### src/rtl/ram_pkg.sv
// ============================================================================
// Module : ram_pkg
// Brief  : Shared state encoding and byte-lane constants for the clearing RAM.
// Rev    : 1.0
// ============================================================================
`default_nettype none

package ram_pkg;

    localparam int LANE_W = 8;

    typedef enum logic [0:0] {
        ST_CLEAR = 1'b0,
        ST_IDLE  = 1'b1
    } clr_state_t;

endpackage

`default_nettype wire

### src/rtl/ram_clear_dual_port_if.sv
// ============================================================================
// Module : ram_clear_dual_port_if
// Brief  : User write/read/clear bus of the self-clearing dual-port RAM.
// Rev    : 1.0
// ============================================================================
`default_nettype none

interface ram_clear_dual_port_if
    import ram_pkg::*;
#(
    parameter int DATA_WIDTH = 8,
    parameter int ADDR_WIDTH = 6
);
    localparam int c_BE_W = DATA_WIDTH / LANE_W;

    logic                  we;
    logic [c_BE_W-1:0]     be;
    logic [ADDR_WIDTH-1:0] write_addr;
    logic [DATA_WIDTH-1:0] data;
    logic                  re;
    logic [ADDR_WIDTH-1:0] read_addr;
    logic                  clear_req;
    logic [DATA_WIDTH-1:0] q;
    logic                  q_valid;
    logic                  busy;

    modport master (
        output we, be, write_addr, data, re, read_addr, clear_req,
        input  q, q_valid, busy
    );

    modport slave (
        input  we, be, write_addr, data, re, read_addr, clear_req,
        output q, q_valid, busy
    );

endinterface

`default_nettype wire

### src/rtl/ram_clear_sequencer.sv
// ============================================================================
// Module : ram_clear_sequencer
// Brief  : Walks every address once after reset or on request, then idles.
// Rev    : 1.0
// ============================================================================
`default_nettype none

module ram_clear_sequencer
    import ram_pkg::*;
#(
    parameter int ADDR_WIDTH = 6
) (
    input  wire logic                  clk,
    input  wire logic                  rst_n,
    input  wire logic                  i_clear_req,
    output logic                       o_busy,
    output logic                       o_clr_we,
    output logic [ADDR_WIDTH-1:0]      o_clr_addr
);

    localparam logic [ADDR_WIDTH-1:0] c_ONE  = {{(ADDR_WIDTH-1){1'b0}}, 1'b1};
    localparam logic [ADDR_WIDTH-1:0] c_LAST = '1;

    clr_state_t            r_state;
    clr_state_t            w_state_nxt;
    logic [ADDR_WIDTH-1:0] r_cnt;
    logic [ADDR_WIDTH-1:0] w_cnt_nxt;

    always_ff @(posedge clk or negedge rst_n) begin
        if (!rst_n) begin
            r_state <= ST_CLEAR;
            r_cnt   <= '0;
        end else begin
            r_state <= w_state_nxt;
            r_cnt   <= w_cnt_nxt;
        end
    end

    // A request arriving while clearing is dropped: the sequence neither restarts nor extends.
    always_comb begin
        w_state_nxt = r_state;
        w_cnt_nxt   = r_cnt;
        case (r_state)
            ST_CLEAR: begin
                w_cnt_nxt = r_cnt + c_ONE;
                if (r_cnt == c_LAST) begin
                    w_state_nxt = ST_IDLE;
                end
            end
            ST_IDLE: begin
                if (i_clear_req) begin
                    w_state_nxt = ST_CLEAR;
                    w_cnt_nxt   = '0;
                end
            end
            default: begin
                w_state_nxt = ST_CLEAR;
                w_cnt_nxt   = '0;
            end
        endcase
    end

    assign o_busy     = (r_state == ST_CLEAR);
    assign o_clr_we   = (r_state == ST_CLEAR);
    assign o_clr_addr = r_cnt;

endmodule

`default_nettype wire

### src/rtl/ram_clear_dual_port.sv
// ============================================================================
// Module : ram_clear_dual_port
// Brief  : Byte-enabled 1W/1R RAM that clears itself after reset or on request.
// Rev    : 1.0
// ============================================================================
`default_nettype none

module ram_clear_dual_port
    import ram_pkg::*;
#(
    parameter int                    DATA_WIDTH  = 8,
    parameter int                    ADDR_WIDTH  = 6,
    parameter logic [DATA_WIDTH-1:0] CLEAR_VALUE = '0,
    parameter bit                    READ_BYPASS = 1'b0
) (
    input  wire logic             clk,
    input  wire logic             rst_n,
    ram_clear_dual_port_if.slave  bus
);

    localparam int c_DEPTH = 2 ** ADDR_WIDTH;
    localparam int c_BE_W  = DATA_WIDTH / LANE_W;

    logic [DATA_WIDTH-1:0] r_mem [c_DEPTH];
    logic [DATA_WIDTH-1:0] r_q;
    logic                  r_q_valid;

    logic                  w_busy;
    logic                  w_clr_we;
    logic [ADDR_WIDTH-1:0] w_clr_addr;
    logic                  w_wr_en;
    logic [ADDR_WIDTH-1:0] w_wr_addr;
    logic [DATA_WIDTH-1:0] w_wr_data;
    logic [c_BE_W-1:0]     w_wr_be;
    logic                  w_user_we;
    logic [DATA_WIDTH-1:0] w_rd_old;
    logic [DATA_WIDTH-1:0] w_rd_word;

    ram_clear_sequencer #(
        .ADDR_WIDTH (ADDR_WIDTH)
    ) u_seq (
        .clk         (clk),
        .rst_n       (rst_n),
        .i_clear_req (bus.clear_req),
        .o_busy      (w_busy),
        .o_clr_we    (w_clr_we),
        .o_clr_addr  (w_clr_addr)
    );

    // While clearing, the sequencer owns the write port and user traffic is ignored.
    assign w_user_we = bus.we & ~w_busy;
    assign w_wr_en   = w_busy ? w_clr_we    : bus.we;
    assign w_wr_addr = w_busy ? w_clr_addr  : bus.write_addr;
    assign w_wr_data = w_busy ? CLEAR_VALUE : bus.data;
    assign w_wr_be   = w_busy ? '1          : bus.be;

    always_ff @(posedge clk) begin
        if (w_wr_en) begin
            for (int i = 0; i < c_BE_W; i++) begin
                if (w_wr_be[i]) begin
                    r_mem[w_wr_addr][i*LANE_W +: LANE_W] <= w_wr_data[i*LANE_W +: LANE_W];
                end
            end
        end
    end

    assign w_rd_old = r_mem[bus.read_addr];

    generate
        if (READ_BYPASS) begin : g_bypass
            always_comb begin
                w_rd_word = w_rd_old;
                if (w_user_we && (bus.write_addr == bus.read_addr)) begin
                    for (int i = 0; i < c_BE_W; i++) begin
                        if (bus.be[i]) begin
                            w_rd_word[i*LANE_W +: LANE_W] = bus.data[i*LANE_W +: LANE_W];
                        end
                    end
                end
            end
        end else begin : g_no_bypass
            assign w_rd_word = w_rd_old;
        end
    endgenerate

    always_ff @(posedge clk or negedge rst_n) begin
        if (!rst_n) begin
            r_q       <= '0;
            r_q_valid <= 1'b0;
        end else if (bus.re && !w_busy) begin
            r_q       <= w_rd_word;
            r_q_valid <= 1'b1;
        end else begin
            r_q_valid <= 1'b0;
        end
    end

    assign bus.q       = r_q;
    assign bus.q_valid = r_q_valid;
    assign bus.busy    = w_busy;

endmodule

`default_nettype wire

### src/flat_wrapper.sv
// flat-port wrapper written by rule: the top's interface ports become plain ports
module ram_clear_dual_port_flat import ram_pkg::*;
#(
    parameter int                    DATA_WIDTH  = 8,
    parameter int                    ADDR_WIDTH  = 6,
    parameter logic [DATA_WIDTH-1:0] CLEAR_VALUE = '0,
    parameter bit                    READ_BYPASS = 1'b0
)
  (clk, rst_n, bus_we, bus_be, bus_write_addr, bus_data, bus_re, bus_read_addr, bus_clear_req, bus_q, bus_q_valid, bus_busy);
  ram_clear_dual_port_if #(.DATA_WIDTH(DATA_WIDTH), .ADDR_WIDTH(ADDR_WIDTH)) bus_i ();
  input  wire logic clk;
  input  wire logic rst_n;
  input wire logic [$bits(bus_i.we)-1:0] bus_we;
  input wire logic [$bits(bus_i.be)-1:0] bus_be;
  input wire logic [$bits(bus_i.write_addr)-1:0] bus_write_addr;
  input wire logic [$bits(bus_i.data)-1:0] bus_data;
  input wire logic [$bits(bus_i.re)-1:0] bus_re;
  input wire logic [$bits(bus_i.read_addr)-1:0] bus_read_addr;
  input wire logic [$bits(bus_i.clear_req)-1:0] bus_clear_req;
  output wire logic [$bits(bus_i.q)-1:0] bus_q;
  output wire logic [$bits(bus_i.q_valid)-1:0] bus_q_valid;
  output wire logic [$bits(bus_i.busy)-1:0] bus_busy;
  assign bus_i.we = bus_we;
  assign bus_i.be = bus_be;
  assign bus_i.write_addr = bus_write_addr;
  assign bus_i.data = bus_data;
  assign bus_i.re = bus_re;
  assign bus_i.read_addr = bus_read_addr;
  assign bus_i.clear_req = bus_clear_req;
  assign bus_q = bus_i.q;
  assign bus_q_valid = bus_i.q_valid;
  assign bus_busy = bus_i.busy;
  ram_clear_dual_port #(.DATA_WIDTH(DATA_WIDTH), .ADDR_WIDTH(ADDR_WIDTH), .CLEAR_VALUE(CLEAR_VALUE), .READ_BYPASS(READ_BYPASS)) u_core (.clk(clk), .rst_n(rst_n), .bus(bus_i));
endmodule
### config.mk
export PLATFORM = sky130hd
export DESIGN_NAME = ram_clear_dual_port_flat
export DESIGN_NICKNAME = d
export VERILOG_FILES = /design/src/rtl/ram_pkg.sv /design/src/rtl/ram_clear_dual_port_if.sv /design/src/rtl/ram_clear_sequencer.sv /design/src/rtl/ram_clear_dual_port.sv /design/src/flat_wrapper.sv
export SDC_FILE = /design/constraint.sdc
export NUM_CORES = 1
export LEC_CHECK = 0
export CORE_MARGIN = 1
export CORE_UTILIZATION = 35
export CTS_CLUSTER_DIAMETER = 150
export DETAILED_ROUTE_END_ITERATION = 8
export HOLD_SLACK_MARGIN = 0.12
export PLACE_DENSITY_LB_ADDON = 0.08
export SLEW_MARGIN = 20
export SYNTH_ARGS = -nofsm -noshare
export SYNTH_HDL_FRONTEND = slang
export SYNTH_SLANG_ARGS = --single-unit
### constraint.sdc
create_clock -name clk -period 3.5 [get_ports clk]
set_input_delay 0.7 -clock clk [delete_from_list [all_inputs] [get_ports clk]]
set_output_delay 0.7 -clock clk [all_outputs]
set_load 0.005 [all_outputs]
==> results.cfg <==
[outcome]
outcome = finished clean

[timing]
slew_viol_final = 0
max-slew-margin-rel_pct = 33.27
skew_ps = 18.19
rsz0062_at_grt = no
fin_crit_ps = 3038
setup_tns_ps = 0
period_share_pct = 86.80
hold_viol = 0
worst_pin_slew_ps = 997.9
fmax_mhz = 329.1
setup_violations = 0

[place]
dpl.hpwl_um = 34750
io_buffer_count = 35
place_area_um2 = 22620
routabilityCongestion = 0.7599

[floorplanning]
die_h_um = 245.7
core-area_um2 = 58140
fp.dieW_um = 245.7
dieArea_um2 = 60380
ios = 36
start_util_pct = 35.76
rows = 88

[cts]
cts_resized = 0
cts_hold_repair.buffers = 0
cts_tree = yes
post-cts-setup-buffers = 0
htree_levels = 2
clkSlewWorstSetupHoldPaths_ps = 60
clkLatencyLatePin_ps = 600
clk_path_buf_depth = 3
cts.sinks = 528
cts_made_buffers = 56
root_buffer = clkbuf_16

[detailed_routing]
drc = 0
wl_um = 53410
dr_total_vias = 10502
drt_iter0_drc = 837
viasPerCell = 5.233
antenna_left = 0
drt_pass1_iterations = 5
wire_per_inst_um = 26.61

[synth]
synth-edff-count = 512
avgSynthCellArea_um2 = 19.54
postSynthCellCount = 1064
synth-seq-cells = 528
yosys-top-cells-area = edfxtp_1, mux4_2, mux2i_1
yosys_most_used_dff = edfxtp_1
netlist-cell-type-count = 50
ys_warn_count = 0
synth_nets = 1091
synth_top_area_share_pct = 73.96
synth.largest_area_cell = edfxtp_1
synth_area_um2 = 20790
async_reset_ff_share_pct = 3.030
seq_area_frac_synth_pct = 75.88

[layout]
layout_commonest_cell = edfxtp_1
stdcell_area_um2 = 24370
nets = 1226
diodes = 0
mostFrequentLayoutCells = edfxtp_1, mux4_2, buf_4
area_delta_synth_final_pct = 17.23
drive_above_1_share_pct = 25.85

[critical_path]
arrival_ps = 2340
crit_path_end_kind = primary output
worstSetupPathType = reg2out
cp_max_fo = 15
start_kind = flop
r2r_cells = 5
rr_endpoint = u_core.r_mem[16][5]
cp_data_required_time_ps = 2800
reg2reg_from = u_core.u_seq.r_state
r2r_slack_ps = 680

[grt]
gr-total-overflow = 0
grt_usage_pct = 17.94
grt_pass1_vias = 10804
grt_antenna_before_repair = 0
grt_max_degree = 49
grt_pass1_wl_um = 76980

[run]
drv_cap = 0

[power]
finalPower_mw = 15.20
irDropWorstVdd_mv = 0.3820
powerDensity_nw_per_um2 = 623.8
p_leak_nw = 8.124

[hold_path]
hold_path_depth = 1
hold_class = reg2reg
whs_endpoint = u_core.u_seq.o_clr_addr[5]
min_from = u_core.u_seq.o_clr_addr[5]
==> registers in the layout (all words and copies together) (netlist names) <==
signal,count
u_core.bus.q_valid,1
u_core.bus.q,8
u_core.r_mem,512
u_core.u_seq.r_state,1
u_core.u_seq.o_clr_addr,6
==> cells by family after synthesis <==
| kind of cell | after synthesis | share of synthesized area, % |
|---|---|---|
| flip-flops | 528 | 75.88 |
| AND/OR/NAND/NOR | 192 | 4.267 |
| multiplexers | 171 | 14.21 |
| AO/OA/AOI/OAI | 110 | 3.792 |
| buffers and inverters | 60 | 1.703 |
| XOR/XNOR | 2 | 0.08428 |
| adder cells (fa/ha/maj) | 1 | 0.06018 |
==> stage by stage <==
step	hold slack, ps	util (%)	setup WS [ps]	instances
2_1_floorplan	404.4	-	1187	1064
3_3_place_gp	566.6	38.91	271.4	1906
6_report	588.8	41.92	461.9	2007
5_1_grt	615.7	41.92	357.5	2007
3_5_place_dp	567.3	38.91	242.6	1906
4_1_cts	579.1	41.92	456.5	2007
==> worst max path at each step <==
stage                         start                  to  slack, ps  cells after the start
6_report       u_core.u_seq.r_state            bus_busy        460                      2
3_3_place_gp       bus_read_addr[4]     u_core.bus.q[0]        270                      6
5_1_grt        u_core.u_seq.r_state            bus_busy        360                      2
4_1_cts        u_core.u_seq.r_state            bus_busy        460                      2
2_1_floorplan  u_core.u_seq.r_state  u_core.r_mem[0][0]       1190                      4
3_5_place_dp       bus_read_addr[4]     u_core.bus.q[3]        240                      6
==> synth_stat cells (16+ instances only) <==
cell / instances
a22oi_1: 16
o22ai_1: 34
nand2_1: 54
nor2_1: 66
nor3_1: 16
dfrtp_1: 16
mux4_2: 96
mux2i_1: 42
a211oi_1: 17
mux2_2: 32
edfxtp_1: 512
==> routing by layer <==
metal / part of all wire, % / wire length (um) / vias to the layer above / GRT usage (%)
li1: - / - / 4626 / -
met3: 4.3 / 2279 / 70 / 2.892
met2: 47 / 25280 / 220 / 28.24
met4: 2.1 / 1098 / 0 / 4.896
met5: 0 / 0 / - / 0
met1: 46 / 24750 / 5586 / 25.76
==> worst max-delay path, cell delays in order (launching register included) <==
cell	delay (ps)
dfrtp_1	620
clkinv_1	530
clkdlybuf4s50_1	590
==> report_power, final <==
| group | total [mW] | internal [mW] | switching, mW |
|---|---|---|---|
| clock | 5.72 | 3.33 | 2.40 |
| sequential | 7.63 | 7.43 | 0.199 |
| combinational | 1.85 | 0.669 | 1.18 |
==> final cells by class <==
class,count,area (um^2)
clock inverters,33,284.0
multi-input cells,476,4669
fillers,5222,33760
repair buffers,134,1206
well taps,765,957.2
flip-flops and latches,528,15780
clock buffers,68,1468
inverters,3,11.26
(Power assumes the default switching activity.)
